### src/rtl/eth_rx_arp_parser.sv
// Receive-side ARP parser on the GMII RX byte stream: strips preamble/SFD, filters on
// destination MAC, decodes ARP fields, checks the FCS and holds one frame for the host.
module eth_rx_arp_parser #(
    parameter int MIN_FRAME = 64,
    parameter int MAX_FRAME = 1518
) (
    input  logic        rst_n,
    input  logic        i_rx_clk,
    input  logic [7:0]  i_rx_data,
    input  logic        i_rx_dv,
    input  logic [47:0] i_my_mac,
    input  logic [2:0]  i_rd_addr,
    output logic [31:0] o_rd_data,
    input  logic        i_ack,
    output logic        o_pkt_valid,
    output logic [1:0]  o_pkt_type,
    output logic        o_pkt_stb
);
    localparam int          CNT_W       = $clog2(MAX_FRAME + 2);
    localparam logic [31:0] CRC_POLY    = 32'h04C1_1DB7;
    localparam logic [31:0] CRC_RESIDUE = 32'hC704_DD7B;

    typedef enum logic [2:0] {
        S_IDLE,
        S_PREAMBLE,
        S_HEADER,
        S_WAIT_END,
        S_CHECK
    } state_t;

    state_t           state_q, state_d;
    logic [CNT_W-1:0] byte_cnt_q, byte_cnt_d;
    logic [31:0]      crc_q, crc_d;
    logic             past_sfd_q, past_sfd_d;
    logic             mac_bc_q, mac_bc_d;
    logic             mac_uc_q, mac_uc_d;
    logic [1:0]       oper_q, oper_d;
    logic [47:0]      sha_sh_q, sha_sh_d;
    logic [31:0]      spa_sh_q, spa_sh_d;
    logic [47:0]      tha_sh_q, tha_sh_d;
    logic [31:0]      tpa_sh_q, tpa_sh_d;
    logic [47:0]      sha_q, sha_d;
    logic [31:0]      spa_q, spa_d;
    logic [47:0]      tha_q, tha_d;
    logic [31:0]      tpa_q, tpa_d;
    logic             valid_q, valid_d;
    logic [1:0]       type_q, type_d;
    logic             stb_q, stb_d;
    logic [7:0]       drop_cnt_q, drop_cnt_d;
    logic [7:0]       ovf_cnt_q, ovf_cnt_d;

    logic [7:0]       my_mac_byte [8];
    logic             low_off;
    logic [5:0]       off;
    logic             frame_good;
    logic             commit;
    logic             field_bad;

    // Wire order: byte 0 on the wire is the most significant MAC byte.
    for (genvar gi = 0; gi < 8; gi++) begin : g_mac_byte
        if (gi < 6) begin : g_real
            assign my_mac_byte[gi] = i_my_mac[47-8*gi -: 8];
        end else begin : g_pad
            assign my_mac_byte[gi] = 8'h00;
        end
    end

    // MSB-first register fed LSB-first data bits; equivalent to the reflected Ethernet CRC.
    function automatic logic [31:0] crc32_byte(input logic [31:0] crc, input logic [7:0] data);
        logic [31:0] c;
        c = crc;
        for (int i = 0; i < 8; i++) begin
            if (c[31] ^ data[i]) c = {c[30:0], 1'b0} ^ CRC_POLY;
            else                 c = {c[30:0], 1'b0};
        end
        return c;
    endfunction

    assign low_off    = (byte_cnt_q < CNT_W'(64));
    assign off        = byte_cnt_q[5:0];
    assign frame_good = (byte_cnt_q >= CNT_W'(MIN_FRAME)) &&
                        (byte_cnt_q <= CNT_W'(MAX_FRAME)) &&
                        (crc_q == CRC_RESIDUE);
    assign commit     = (state_q == S_CHECK) && frame_good && !valid_q;

    always_ff @(posedge i_rx_clk or negedge rst_n) begin
        if (!rst_n) begin
            state_q    <= S_IDLE;
            byte_cnt_q <= '0;
            crc_q      <= '0;
            past_sfd_q <= 1'b0;
            mac_bc_q   <= 1'b0;
            mac_uc_q   <= 1'b0;
            oper_q     <= '0;
            sha_sh_q   <= '0;
            spa_sh_q   <= '0;
            tha_sh_q   <= '0;
            tpa_sh_q   <= '0;
            sha_q      <= '0;
            spa_q      <= '0;
            tha_q      <= '0;
            tpa_q      <= '0;
            valid_q    <= 1'b0;
            type_q     <= '0;
            stb_q      <= 1'b0;
            drop_cnt_q <= '0;
            ovf_cnt_q  <= '0;
        end else begin
            state_q    <= state_d;
            byte_cnt_q <= byte_cnt_d;
            crc_q      <= crc_d;
            past_sfd_q <= past_sfd_d;
            mac_bc_q   <= mac_bc_d;
            mac_uc_q   <= mac_uc_d;
            oper_q     <= oper_d;
            sha_sh_q   <= sha_sh_d;
            spa_sh_q   <= spa_sh_d;
            tha_sh_q   <= tha_sh_d;
            tpa_sh_q   <= tpa_sh_d;
            sha_q      <= sha_d;
            spa_q      <= spa_d;
            tha_q      <= tha_d;
            tpa_q      <= tpa_d;
            valid_q    <= valid_d;
            type_q     <= type_d;
            stb_q      <= stb_d;
            drop_cnt_q <= drop_cnt_d;
            ovf_cnt_q  <= ovf_cnt_d;
        end
    end

    always_comb begin
        state_d    = state_q;
        byte_cnt_d = byte_cnt_q;
        crc_d      = crc_q;
        past_sfd_d = past_sfd_q;
        mac_bc_d   = mac_bc_q;
        mac_uc_d   = mac_uc_q;
        oper_d     = oper_q;
        sha_sh_d   = sha_sh_q;
        spa_sh_d   = spa_sh_q;
        tha_sh_d   = tha_sh_q;
        tpa_sh_d   = tpa_sh_q;
        sha_d      = sha_q;
        spa_d      = spa_q;
        tha_d      = tha_q;
        tpa_d      = tpa_q;
        valid_d    = valid_q;
        type_d     = type_q;
        stb_d      = 1'b0;
        drop_cnt_d = drop_cnt_q;
        ovf_cnt_d  = ovf_cnt_q;
        field_bad  = 1'b0;

        case (state_q)
            S_IDLE: begin
                if (i_rx_dv) begin
                    past_sfd_d = 1'b0;
                    state_d    = (i_rx_data == 8'h55) ? S_PREAMBLE : S_WAIT_END;
                end
            end
            S_PREAMBLE: begin
                if (!i_rx_dv) begin
                    state_d = S_IDLE;
                end else if (i_rx_data == 8'hD5) begin
                    state_d    = S_HEADER;
                    byte_cnt_d = '0;
                    crc_d      = 32'hFFFF_FFFF;
                    past_sfd_d = 1'b1;
                    mac_bc_d   = 1'b1;
                    mac_uc_d   = 1'b1;
                    oper_d     = '0;
                end else if (i_rx_data != 8'h55) begin
                    state_d = S_WAIT_END;
                end
            end
            S_HEADER: begin
                if (!i_rx_dv) begin
                    state_d = S_CHECK;
                end else begin
                    byte_cnt_d = byte_cnt_q + CNT_W'(1);
                    crc_d      = crc32_byte(crc_q, i_rx_data);
                    if (low_off) begin
                        case (off)
                            6'd0, 6'd1, 6'd2, 6'd3, 6'd4, 6'd5: begin
                                mac_bc_d  = mac_bc_q & (i_rx_data == 8'hFF);
                                mac_uc_d  = mac_uc_q & (i_rx_data == my_mac_byte[off[2:0]]);
                                field_bad = !(mac_bc_d | mac_uc_d);
                            end
                            6'd12:   field_bad = (i_rx_data != 8'h08);
                            6'd13:   field_bad = (i_rx_data != 8'h06);
                            6'd14:   field_bad = (i_rx_data != 8'h00);
                            6'd15:   field_bad = (i_rx_data != 8'h01);
                            6'd16:   field_bad = (i_rx_data != 8'h08);
                            6'd17:   field_bad = (i_rx_data != 8'h00);
                            6'd18:   field_bad = (i_rx_data != 8'h06);
                            6'd19:   field_bad = (i_rx_data != 8'h04);
                            6'd20:   field_bad = (i_rx_data != 8'h00);
                            6'd21: begin
                                field_bad = (i_rx_data != 8'h01) && (i_rx_data != 8'h02);
                                oper_d    = i_rx_data[1:0];
                            end
                            default: field_bad = 1'b0;
                        endcase
                        if (off >= 6'd22 && off <= 6'd27) sha_sh_d = {sha_sh_q[39:0], i_rx_data};
                        if (off >= 6'd28 && off <= 6'd31) spa_sh_d = {spa_sh_q[23:0], i_rx_data};
                        if (off >= 6'd32 && off <= 6'd37) tha_sh_d = {tha_sh_q[39:0], i_rx_data};
                        if (off >= 6'd38 && off <= 6'd41) tpa_sh_d = {tpa_sh_q[23:0], i_rx_data};
                    end
                    if (field_bad || (byte_cnt_d > CNT_W'(MAX_FRAME))) state_d = S_WAIT_END;
                end
            end
            S_WAIT_END: begin
                if (!i_rx_dv) begin
                    state_d = S_IDLE;
                    if (past_sfd_q) drop_cnt_d = drop_cnt_q + 8'd1;
                end
            end
            S_CHECK: begin
                state_d = S_IDLE;
                if (!frame_good) begin
                    drop_cnt_d = drop_cnt_q + 8'd1;
                end else if (valid_q) begin
                    ovf_cnt_d = ovf_cnt_q + 8'd1;
                end else begin
                    sha_d   = sha_sh_q;
                    spa_d   = spa_sh_q;
                    tha_d   = tha_sh_q;
                    tpa_d   = tpa_sh_q;
                    valid_d = 1'b1;
                    type_d  = oper_q;
                    stb_d   = 1'b1;
                end
            end
            default: state_d = S_IDLE;
        endcase

        // A capture in the same cycle as an ack takes priority so the new frame is not lost.
        if (i_ack && !commit) begin
            valid_d = 1'b0;
            type_d  = '0;
        end
    end

    always_comb begin
        o_pkt_valid = valid_q;
        o_pkt_type  = type_q;
        o_pkt_stb   = stb_q;
        o_rd_data   = '0;
        case (i_rd_addr)
            3'd0: o_rd_data = sha_q[47:16];
            3'd1: o_rd_data = {sha_q[15:0], 16'h0000};
            3'd2: o_rd_data = spa_q;
            3'd3: o_rd_data = tha_q[47:16];
            3'd4: o_rd_data = {tha_q[15:0], 16'h0000};
            3'd5: o_rd_data = tpa_q;
            3'd6: o_rd_data = {30'h0, type_q};
            3'd7: o_rd_data = {16'h0000, ovf_cnt_q, drop_cnt_q};
            default: o_rd_data = '0;
        endcase
    end

endmodule

### config.mk
export PLATFORM = sky130hd
export DESIGN_NAME = eth_rx_arp_parser
export DESIGN_NICKNAME = d
export VERILOG_FILES = /design/src/rtl/eth_rx_arp_parser.sv
export SDC_FILE = /design/constraint.sdc
export NUM_CORES = 1
export LEC_CHECK = 0
export BUFFER_PORTS_ARGS = -buffer_cell sky130_fd_sc_hd__buf_4
export CAP_MARGIN = 15
export CORE_UTILIZATION = 55
export CTS_CLUSTER_SIZE = 10
export DETAILED_ROUTE_END_ITERATION = 6
export GPL_TIMING_DRIVEN = 0
export PLACE_DENSITY = 0.7
export SLEW_MARGIN = 20
export SYNTH_ARGS = -nofsm -noshare
export SYNTH_HDL_FRONTEND = slang
export SYNTH_SLANG_ARGS = --single-unit
### constraint.sdc
create_clock -name i_rx_clk -period 2.9 [get_ports i_rx_clk]
set_input_delay 0.145 -clock i_rx_clk [delete_from_list [all_inputs] [get_ports i_rx_clk]]
set_output_delay 0.145 -clock i_rx_clk [all_outputs]
set_load 0.02 [all_outputs]
# ---- Word-level counts from Yosys, hierarchy flattened
# Index checks and enable logic that the tools add are counted.
dict set report totals {
  word_cells 227
  register_bits 391
  inputBits 63
  output_inout_bits 36
}
dict set report classes {
  n_mux 79
  n_addsub 3
  order_cmp 13
  eq_ne 50
  bitwise_logic 21
  n_reduce_logical 41
}
# op count
set op_table {}
lappend op_table {{32-bit two-way mux} 17}
lappend op_table {{32-bit case mux with 8 select lines} 1}
lappend op_table {{27-bit two-way mux} 8}
lappend op_table {{14-bit inverter} 8}
lappend op_table {{32-bit case mux with 2 select lines} 1}
lappend op_table {{8-bit two-way mux} 5}
lappend op_table {{6-bit by 5-bit equality test with 1-bit output, second input constant} 6}
lappend op_table {{11-bit two-way mux} 3}
lappend op_table {{32-bit equality test, second input constant} 1}
lappend op_table {{4-bit AND reduction} 8}
lappend op_table {{8-bit binary-select mux with 3-bit select} 1}
lappend op_table {{6-bit by 4-bit equality test with 1-bit output, second input constant} 4}
lappend op_table {{11-bit case mux with 2 select lines} 1}
lappend op_table {{3-bit two-way mux} 7}
lappend op_table {{2-bit two-way mux} 10}
lappend op_table {{1-bit two-way mux} 18}
lappend op_table {{8-bit by 1-bit adder with 8-bit output, second input constant} 2}
lappend op_table {{8-bit equality test, second input constant} 2}
lappend op_table {{2-bit != test, second input constant} 8}
lappend op_table {{8-bit by 3-bit != test with 1-bit output, second input constant} 2}
lappend op_table {{8-bit case mux with 2 select lines} 1}
lappend op_table {{3-bit equality test, second input constant} 5}
lappend op_table {{3-bit by 2-bit equality test with 1-bit output, second input constant} 4}
lappend op_table {{6-bit by 2-bit equality test with 1-bit output, second input constant} 2}
lappend op_table {{44 further kinds} 82}

# ---- Logic depth before layout (Yosys ltp)
# Gate-level depths: netlist (run 1).
dict set report logic_depth {
  word_depth 32
  ltp_mapped 10
  mapped_depth_nobuf 8
}

# ---- Worst setup path after synthesis (run 1)
# Ideal clock, no wire load.
dict set report synth_path {
  path_kind {reg2reg}
  startpoint {register byte_cnt_q[0]}
  endpoint {register state_q[0]}
  path_stages_with_launch 11
  arrival_ps 2468
  period_less_slack_ps 2555
  required_ps 2813
  n_path_buf 2
  setup_time_ps 87
  slack_ps 345
  cell_sequence {dfrtp_1 -> buf_4 -> buf_4 -> inv_1 -> ha_1 -> o21bai_1 -> a2111oi_0 -> nor2_1 -> a311oi_1 -> nand2b_1 -> o211ai_1}
}
dict set report synth_between {
  elab_chain_cells 15
  elab_cells_between_ends 38
  cone_classes {add/sub: 1; order compare: 2; eq/ne: 17; mux: 7; bitwise: 3; reduce/logical: 8}
}
# element line
set synth_rtl {}
lappend synth_rtl {{start: declaration} 32} ;# logic [CNT_W-1:0] byte_cnt_q, byte_cnt_d;
lappend synth_rtl {{start signal: assignment} 110} ;# byte_cnt_q <= byte_cnt_d;
lappend synth_rtl {{3-bit inverter with 4-bit output (implied by the code)} 187} ;# mac_uc_d = mac_uc_q & (i_rx_data == my_mac_byte[off[2:0]]);
lappend synth_rtl {{8-bit binary-select mux with 3-bit select} 187}
lappend synth_rtl {{8-bit two-way mux (implied by the code) (2 in series)} 187}
lappend synth_rtl {{8-bit equality test} 187}
lappend synth_rtl {{1-bit bitwise AND} 187}
lappend synth_rtl {{1-bit OR} 188} ;# field_bad = !(mac_bc_d | mac_uc_d);
lappend synth_rtl {{1-bit zero test} 188}
lappend synth_rtl {{1-bit case mux with 7 select lines} 184} ;# case (off)
lappend synth_rtl {{1-bit two-way mux} 183} ;# if (low_off) begin
lappend synth_rtl {{1-bit two-way mux} 178} ;# if (!i_rx_dv) begin
lappend synth_rtl {{1-bit two-way mux} 155} ;# case (state_q)
lappend synth_rtl {{1-bit logical OR *} 210} ;# if (field_bad || (byte_cnt_d > CNT_W'(MAX_FRAME))) state_d = S_WAIT_END;
lappend synth_rtl {{3-bit != test (no source line) *} -}
lappend synth_rtl {{4-bit AND reduction (no source line) *} -}
lappend synth_rtl {{end signal: assignment} 109} ;# state_q <= state_d;
lappend synth_rtl {{end: declaration} 31} ;# state_t state_q, state_d;
# Every way passes the cells marked *; elsewhere a longest branch is shown, timed or not. The select of a mux whose other input is x is not followed.
# A chain may end at the register's enable or synchronous reset.

# ---- Worst setup path in the final report (run 1)
dict set report layout_path {
  startpoint {register crc_q[28]}
  endpoint {register tha_q[36]}
}
dict set report layout_between {
  elab_chain_cells 3
}
# element line
set layout_rtl {}
lappend layout_rtl {{start: declaration} 33} ;# logic [31:0] crc_q, crc_d;
lappend layout_rtl {{start signal: assignment} 111} ;# crc_q <= crc_d;
lappend layout_rtl {{32-bit equality test} 83} ;# (crc_q == CRC_RESIDUE);
lappend layout_rtl {{1-bit logical AND} 82} ;# (byte_cnt_q <= CNT_W'(MAX_FRAME)) &&
lappend layout_rtl {{3-bit AND reduction (no source line)} -}
lappend layout_rtl {{end signal: assignment} 122} ;# tha_q <= tha_d;
lappend layout_rtl {{end: declaration} 44} ;# logic [47:0] tha_q, tha_d;
# No other way between the ends.

==> results.cfg, run 1 <==
[status]
status = complete, no violations

[setup_path]
crit_type = register to register
critPathArrivalTime_ns = 3.31
end_kind = register
worst_setup_path_start_kind = register
path_max_fanout = 10
crit_required_ns = 3.39

[sta]
setup_viol = 0
max_freq_mhz = 355
hold_viol = 0
rsz0062_at_grt = no
fin_skew_ns = 0.0199
fin_crit_sh_pct = 97.2
worst_pin_slew_ns = 1.09
slew_headroom_pct = 27.1
finalCriticalPeriod_ns = 2.82
slew_violations = 0
setup_tns_ns = 0

[clocking]
clock_path_buffers = 3
cts_tree = yes
cts_max_level = 2
clock_latency_ns = 0.55
cts_buffers = 46
root_buffer = clkbuf_16
clock_sinks = 391
clk_pin_slew_ns = 0.06

[pwr]
powerDensity_nw_per_um2 = 740
ir_worst_vdd_uv = 449
p_leak_uw = 0.0104
power_uw = 15600

[routing]
avgRoutedWirePerCell_um = 21.9
num_vias = 13600
routed_wl_um = 51300
ant_nets = 0
drcViolationCount = 0
firstDrtPassIters = 5
vias_per_cell = 5.79
drt_first_iter_violations = 1111

[floorplanning]
rows = 66
die_w_um = 184
dieArea_um2 = 33700
coreArea_um2 = 32500
initial_core_util_pct = 55.8
die_h_um = 184
num_io_pins = 99

[final_layout]
fin_area_um2 = 21000
final_layout_size_suffix_gt1_share_pct = 20.1
fillers = 2726
utilization_pct = 64.6
num_antenna_cells = 0
area_growth_pct = 15.7
final_cells = 2344
nNetsFinal = 1962

[synthesis]
yosysTopAreaCell = dfrtp_1
ys_warn_count = 0
yosys-top-cells-area = dfrtp_1 54%, nand2_1 11%, mux2_2 8.9%
async_flop_share_pct = 100
ys_seq_area_share_pct = 53.9
synthesis.nets = 1810
avgSynthCellArea_um2 = 10.4
synth_cells = 1740
synth_top_area_share_pct = 53.9
synth_area_um2 = 18100
synth_cell_types = 59
synth-seq-cells = 391
synth-edff-count = 0
synth_top_flop_cell = dfrtp_1

[run]
drv_cap = 0

[global_route]
grt_max_degree = 104
grt_overflow_total = 0
antenna_found_initial = 1
grt_pass1_wl_um = 79100
grt_pass1_vias = 13400
grt_usage_pct = 31.4

[placement]
numPortBuffers = 94
gp_congestion = 0.948
hpwl_um = 36800
dpl_cell_area_um2 = 19500
dp_cells = 2280

[hold_path]
worst_hold_path_type = primary input to register
## cell families (layout without fill, tap and decap cells)
logic type / count (synthesis) / count (layout) / synth area share (%)
AND/OR/NAND/NOR: 710 / 710 / 16.9
multiplexers: 226 / 226 / 14.9
AO/OA/AOI/OAI: 186 / 186 / 6.34
buffers and inverters: 128 / 290 / 3.05
adder cells (fa/ha/maj): 7 / 7 / 0.483
flip-flops: 391 / 391 / 53.9
XOR/XNOR: 92 / 92 / 4.44
## layout by cell type (no fill, tap or decap), drive strengths merged, types with 9 or more instances in the layout
cell type and instances:
o22ai 12, xor2 21, nand3 10, nand4 17, o21ai 34, dfrtp 391
nor3 18, xnor2 71, mux2 165, nand2b 12, and2 9, buf 142
nor2 68, and3 9, nand2 508, a21oi 74, inv 20, mux4 19
clkbuf 123, mux2i 42, a221oi 12
## Yosys cell counts (18+ instances only)
cell type,n
xor2_1,21
nor3_1,18
mux2_2,144
clkbuf_1,65
buf_2,26
dfrtp_1,391
mux2i_1,42
a21oi_1,74
xnor2_1,71
mux2_1,21
nand2_1,508
o21ai_0,33
nor2_1,68
inv_1,19
mux4_2,19
## critical path, cell delays in order (launching register included)
cell     delay [ns]
dfrtp_1        0.42
or4_1          0.52
or4_1          0.44
or3_1          0.34
nor4_2         0.27
buf_4          0.29
buf_2          0.25
nand2_1        0.15
nand2_1        0.10
## stage by stage
step                worst slack, ns  hold WS (ns)
global route                0.00255        0.0745
finish                       0.0826        0.0776
global placement              -2.13         0.337
detailed placement           -0.440         0.210
CTS                         0.00651        0.0396
floorplan                     0.345        -0.151
## flip-flops by register name (all words and copies together) (netlist names), 32 cells and up
| register | cells |
|---|---|
| tha_q | 48 |
| sha_sh_q | 48 |
| tpa_q | 32 |
| sha_q | 48 |
| crc_q | 32 |
| spa_q | 32 |
| spa_sh_q | 32 |
| tha_sh_q | 48 |
| tpa_sh_q | 32 |
## routing by layer
layer	wire length (um)	vias to the layer above	global-route usage [%]
met5	9	-	0
li1	-	6191	-
met1	23400	6830	46.4
met4	1590	2	9.90
met3	3660	98	6.99
met2	22600	441	46.2
## where the power goes
| part | internal [uW] | leakage (uW) | total (uW) | switching [uW] |
|---|---|---|---|---|
| Clock | 3070 | 0.000644 | 5210 | 2140 |
| Sequential | 5780 | 0.00533 | 6180 | 404 |
| Combinational | 1870 | 0.00445 | 4160 | 2280 |
## cell type report
class | count | area (um^2) | share of cell area [%]
plain buffers | 107 | 509 | 2.42
repair buffers | 106 | 891 | 4.24
clock inverters | 3 | 68.8 | 0.328
inverters | 19 | 71.3 | 0.340
multi-input cells | 1221 | 7880 | 37.5
clock buffers | 55 | 1240 | 5.93
flip-flops and latches | 391 | 9790 | 46.6
well taps | 442 | 553 | 2.63
## repair_timing
item | 4_1_cts | 5_1_grt
gates resized for setup | 13 | 20
pin swaps | 2 | 2
setup buffers | 4 | 1
endpoints found under the hold margin | 97 | 0
setup endpoints to repair | 216 | 220
hold buffers | 3 | 0
## final timing paths
path / from / endpoint / slack [ns] / cells past startpoint
setup / recovery: crc_q[28]$_DFFE_PN0P_ / tha_q[36]$_DFFE_PN0P_ / 0.08 / 8
hold / removal: i_rx_data[3] / state_q[1]$_DFFE_PN0P_ / 0.08 / 4
hold reg to reg: sha_q[1]$_DFFE_PN0P_ / sha_q[1]$_DFFE_PN0P_ / 0.47 / 2
min in group asynchronous: rst_n / crc_q[3]$_DFFE_PN0P_ / 0.22 / 3
setup reg to reg: crc_q[28]$_DFFE_PN0P_ / tha_q[36]$_DFFE_PN0P_ / 0.08 / 8
max in group asynchronous: rst_n / tha_sh_q[4]$_DFFE_PN0P_ / 1.75 / 4
No activity file was read; power rests on OpenSTA's default activity.
==> inputs of run 2 (changes only) <==
- GPL_TIMING_DRIVEN: 0 -> unset
==> results.cfg, run 2 (same netlist as run 1, synthesis figures left out) <==
[pwr]
p_int_uw = 10800
p_sw_share_pct = 30.5
p_seq_share_pct = 39.8
clkPwrFrac_pct = 33.1
power_switching_uw = 4740
power_uw = 15500
ir_worst_vdd_uv = 571
p_leak_uw = 0.0103
powerDensity_nw_per_um2 = 744
comb_power_share_pct = 27.2

[sta]
setup_viol = 0
finalCriticalPeriod_ns = 2.66
fin_crit_sh_pct = 91.9
fin_skew_ns = 0.00879
rsz0062_at_grt = no
max_freq_mhz = 375
fin_hold_ws_ns = 0.0262
slew_violations = 0
worst_pin_slew_ns = 0.864
hold_viol = 0
setup_tns_ns = 0
slew_headroom_pct = 42.0

[routing]
routed_wl_um = 44700
drt_first_iter_violations = 1182
ant_nets = 0
dr_wl_met2_um = 20500
firstDrtPassIters = 5
avgRoutedWirePerCell_um = 19.6
drcViolationCount = 0
met3WireLength_um = 2620
topRoutingLayerUsed = met4
vias_per_cell = 5.74
wl_met1_um = 20300
num_vias = 13100

[final_layout]
fin_area_um2 = 20900
final_layout_size_suffix_gt1_share_pct = 20.4
fillers = 2631
final_common_cell = nand2_1
regArea_um2 = 9780
final_cell_mix = 508 x nand2_1, 391 x dfrtp_1, 144 x mux2_2
area_growth_pct = 15.1
final_cells = 2284
nNetsFinal = 1901
num_antenna_cells = 0
multi_input_area_um2 = 7870

[setup_path]
startpoint = byte_cnt_q[1]$_DFFE_PN0P_
crit_type = register to register
end_kind = register
crit_required_ns = 3.28
r2r_start = byte_cnt_q[1]$_DFFE_PN0P_
worst_setup_path_start_kind = register
path_max_fanout = 68
critPathArrivalTime_ns = 3.04

[clocking]
clk_pin_slew_ns = 0.06
clock_path_buffers = 3
cts_tree = yes
cts_resized = 0
cts_max_level = 2
root_buffer = clkbuf_16
clock_latency_ns = 0.55
post-cts-setup-buffers = 0
clock_sinks = 391
cts_buffers = 46
postCtsHoldBufs = 5

[floorplanning]
initial_core_util_pct = 55.8
num_io_pins = 99
die_w_um = 184
coreArea_um2 = 32500
die_h_um = 184
dieArea_um2 = 33700
rows = 66

[placement]
gp_congestion = 0.903
hpwl_um = 29100
dp_cells = 2220
dpl_cell_area_um2 = 19600
numPortBuffers = 98

[global_route]
grt_usage_pct = 27.5
grt_pass1_vias = 13000
grt_max_degree = 94
antenna_found_initial = 0
grt_overflow_total = 0
grt_pass1_wl_um = 71800

[hold_path]
hold_start = i_rx_data[0]
worst_hold_path_type = primary input to register

[run]
drv_cap = 0

[status]
status = complete, no violations
==> run 2: layout make-up <==
type	count	share of cell area (%)
repair buffers	152	6.33
multi-input cells	1221	37.7
well taps	442	2.65
flip-flops and latches	391	46.8
clock inverters	4	0.335
clock buffers	55	5.87
inverters	19	0.341
==> run 2: metrics by stage <==
stage | util (%) | setup WS [ns]
global placement | 60.1 | 0.269
floorplan | - | 0.345
CTS | 64.2 | 0.224
detailed placement | 60.1 | 0.218
global route | 64.2 | 0.0458
finish | 64.2 | 0.235
==> run 2: critical path, stage by stage, from the launching register on <==
cell and delay (ns):
dfrtp_1 0.69, and4_1 0.42, o221a_2 0.27, nor4_1 0.07, buf_4 0.17, nand3_4 0.09
buf_4 0.60, o21ai_0 0.19
==> run 2: layer usage <==
layer / vias up / global-route usage, %
li1: 6068 / -
met1: 6571 / 40.2
met2: 399 / 42.2
met3: 72 / 4.16
met4: 0 / 8.70
met5: - / 0
==> run 2: final timing paths <==
check                           slack [ns]                      end  cells past startpoint
worst min-delay path                  0.03    oper_q[0]$_DFFE_PN0P_                      2
worst min register to register        0.47     sha_q[9]$_DFFE_PN0P_                      2
min in group asynchronous             0.12    crc_q[26]$_DFFE_PN0P_                      2
worst max register to register        0.24  o_pkt_valid$_DFFE_PN0P_                      7
worst max-delay path                  0.24  o_pkt_valid$_DFFE_PN0P_                      7
max in group asynchronous             1.96    sha_q[34]$_DFFE_PN0P_                      3
==> run 2: power by group through the flow <==
stage | Combinational (uW) | Sequential (uW) | Clock (uW)
floorplan | 3160 | 6120 | 0
CTS | 4230 | 6170 | 5220
finish | 4230 | 6180 | 5140
detailed placement | 4190 | 6270 | 0
global placement | 4140 | 6250 | 0
global route | 4600 | 6220 | 5450
==> inputs of run 3 (changes only) <==
- RECOVER_POWER: unset -> 100
==> results.cfg, run 3 (same netlist as run 1, synthesis figures left out) <==
[status]
status = complete, no violations

[global_route]
grt_overflow_total = 0
grt_usage_pct = 27.5
grt_pass1_wl_um = 71800
antenna_found_initial = 1
grt_max_degree = 94
grt_pass1_vias = 13000

[sta]
hold_viol = 0
slew_headroom_pct = 9.11
fin_crit_sh_pct = 98.2
setup_viol = 0
finalCriticalPeriod_ns = 2.85
max_freq_mhz = 351
setup_tns_ns = 0
fin_skew_ns = 0.0120
slew_violations = 0
worst_pin_slew_ns = 1.36
rsz0062_at_grt = no

[clocking]
post-cts-setup-buffers = 0
clock_latency_ns = 0.55
clock_sinks = 391
clk_pin_slew_ns = 0.06
cts_tree = yes
clock_path_buffers = 3
cts_max_level = 2
cts_resized = 0
cts_buffers = 46
root_buffer = clkbuf_16

[pwr]
ir_worst_vdd_uv = 569
p_leak_uw = 0.0102
powerDensity_nw_per_um2 = 751

[setup_path]
crit_type = primary input to output pin
startpoint = i_rd_addr[1]
r2r_slack_ns = 0.17
end_kind = output pin
r2r_start = crc_q[28]$_DFFE_PN0P_
endpoint = o_rd_data[21]
critPathArrivalTime_ns = 2.70
ff2ff_path_depth = 8
r2r-end = sha_q[18]$_DFFE_PN0P_
crit_required_ns = 2.76
worst_setup_path_start_kind = primary input
path_max_fanout = 41

[routing]
topRoutingLayerUsed = met4
avgRoutedWirePerCell_um = 19.5
drcViolationCount = 0
drt_first_iter_violations = 1234
num_vias = 13100
firstDrtPassIters = 5
vias_per_cell = 5.76
ant_nets = 0
met3WireLength_um = 2700
wl_met1_um = 20100
dr_wl_met2_um = 20500
routed_wl_um = 44500

[final_layout]
nNetsFinal = 1901
fin_area_um2 = 20700
final_layout_size_suffix_gt1_share_pct = 18.6
final_common_cell = nand2_1
area_growth_pct = 13.8
regArea_um2 = 9780
fillers = 2688
multi_input_area_um2 = 7860
final_cell_mix = 508 x nand2_1, 391 x dfrtp_1, 143 x mux2_2
num_antenna_cells = 0

[placement]
hpwl_um = 29100
numPortBuffers = 98
dpl_cell_area_um2 = 19600
gp_congestion = 0.903

[floorplanning]
coreArea_um2 = 32500
dieArea_um2 = 33700
die_h_um = 184
num_io_pins = 99
initial_core_util_pct = 55.8
die_w_um = 184
rows = 66

[run]
drv_cap = 0

[hold_path]
worst_hold_path_type = primary input to register
-- run 3: worst min-delay path by stage --
stage / startpoint / end / slack (ns) / cells past startpoint
after global placement: rst_n / crc_q[26]$_DFFE_PN0P_ / 0.10 / 1
after detailed placement: rst_n / crc_q[26]$_DFFE_PN0P_ / 0.11 / 1
final: i_rx_data[0] / oper_q[0]$_DFFE_PN0P_ / 0.03 / 2
after floorplan: rst_n / byte_cnt_q[0]$_DFFE_PN0P_ / -0.15 / 0
after global routing: i_rx_data[3] / tpa_sh_q[3]$_DFFE_PN0P_ / 0.02 / 2
after CTS: i_rx_data[3] / tpa_sh_q[3]$_DFFE_PN0P_ / 0.008 / 2
-- run 3: cell type report --
type	count	area share, %
Clock inverter	4	0.339
Timing Repair Buffer	152	5.27
Inverter	19	0.345
Multi-Input combinational cell	1221	38.1
Sequential cell	391	47.4
Tap cell	442	2.68
Clock buffer	55	5.94
-- run 3: report_power, final --
group / leakage, uW / total [uW] / internal [uW] / switching, uW
sequential: 0.00533 / 6180 / 5780 / 404
clock: 0.000629 / 5130 / 3030 / 2100
combinational: 0.00422 / 4210 / 1980 / 2230
total: 0.0102 / 15500 / 10800 / 4730
-- run 3: what timing repair did --
item                                    4_1_cts  5_1_grt
hold endpoints to repair                    176        0
endpoints found under the setup margin        0        0
hold buffers                                  5        0
-- run 3: routing by layer --
layer / GRT usage [%] / vias up
met5: 0 / -
met4: 8.70 / 0
met3: 4.16 / 68
met2: 42.2 / 423
met1: 40.2 / 6584
li1: - / 6070
-- run 3: through the flow --
stage	worst slack (ns)	util [%]	std cells	hold WS, ns	power [uW]
floorplan	0.345	-	1740	-0.151	9280
global placement	0.269	60.1	2220	0.104	10400
detailed placement	0.218	60.1	2220	0.106	10500
CTS	0.224	64.2	2284	0.00756	15600
global route	0.0285	63.5	2284	0.0152	16200
finish	0.0533	63.5	2284	0.0317	15500
-- run 3: critical path, cell delays in order --
cell      delay [ns]
clkbuf_2        0.70
nor2b_1         0.88
a211oi_1        0.17
a21oi_1         0.52
buf_4           0.25
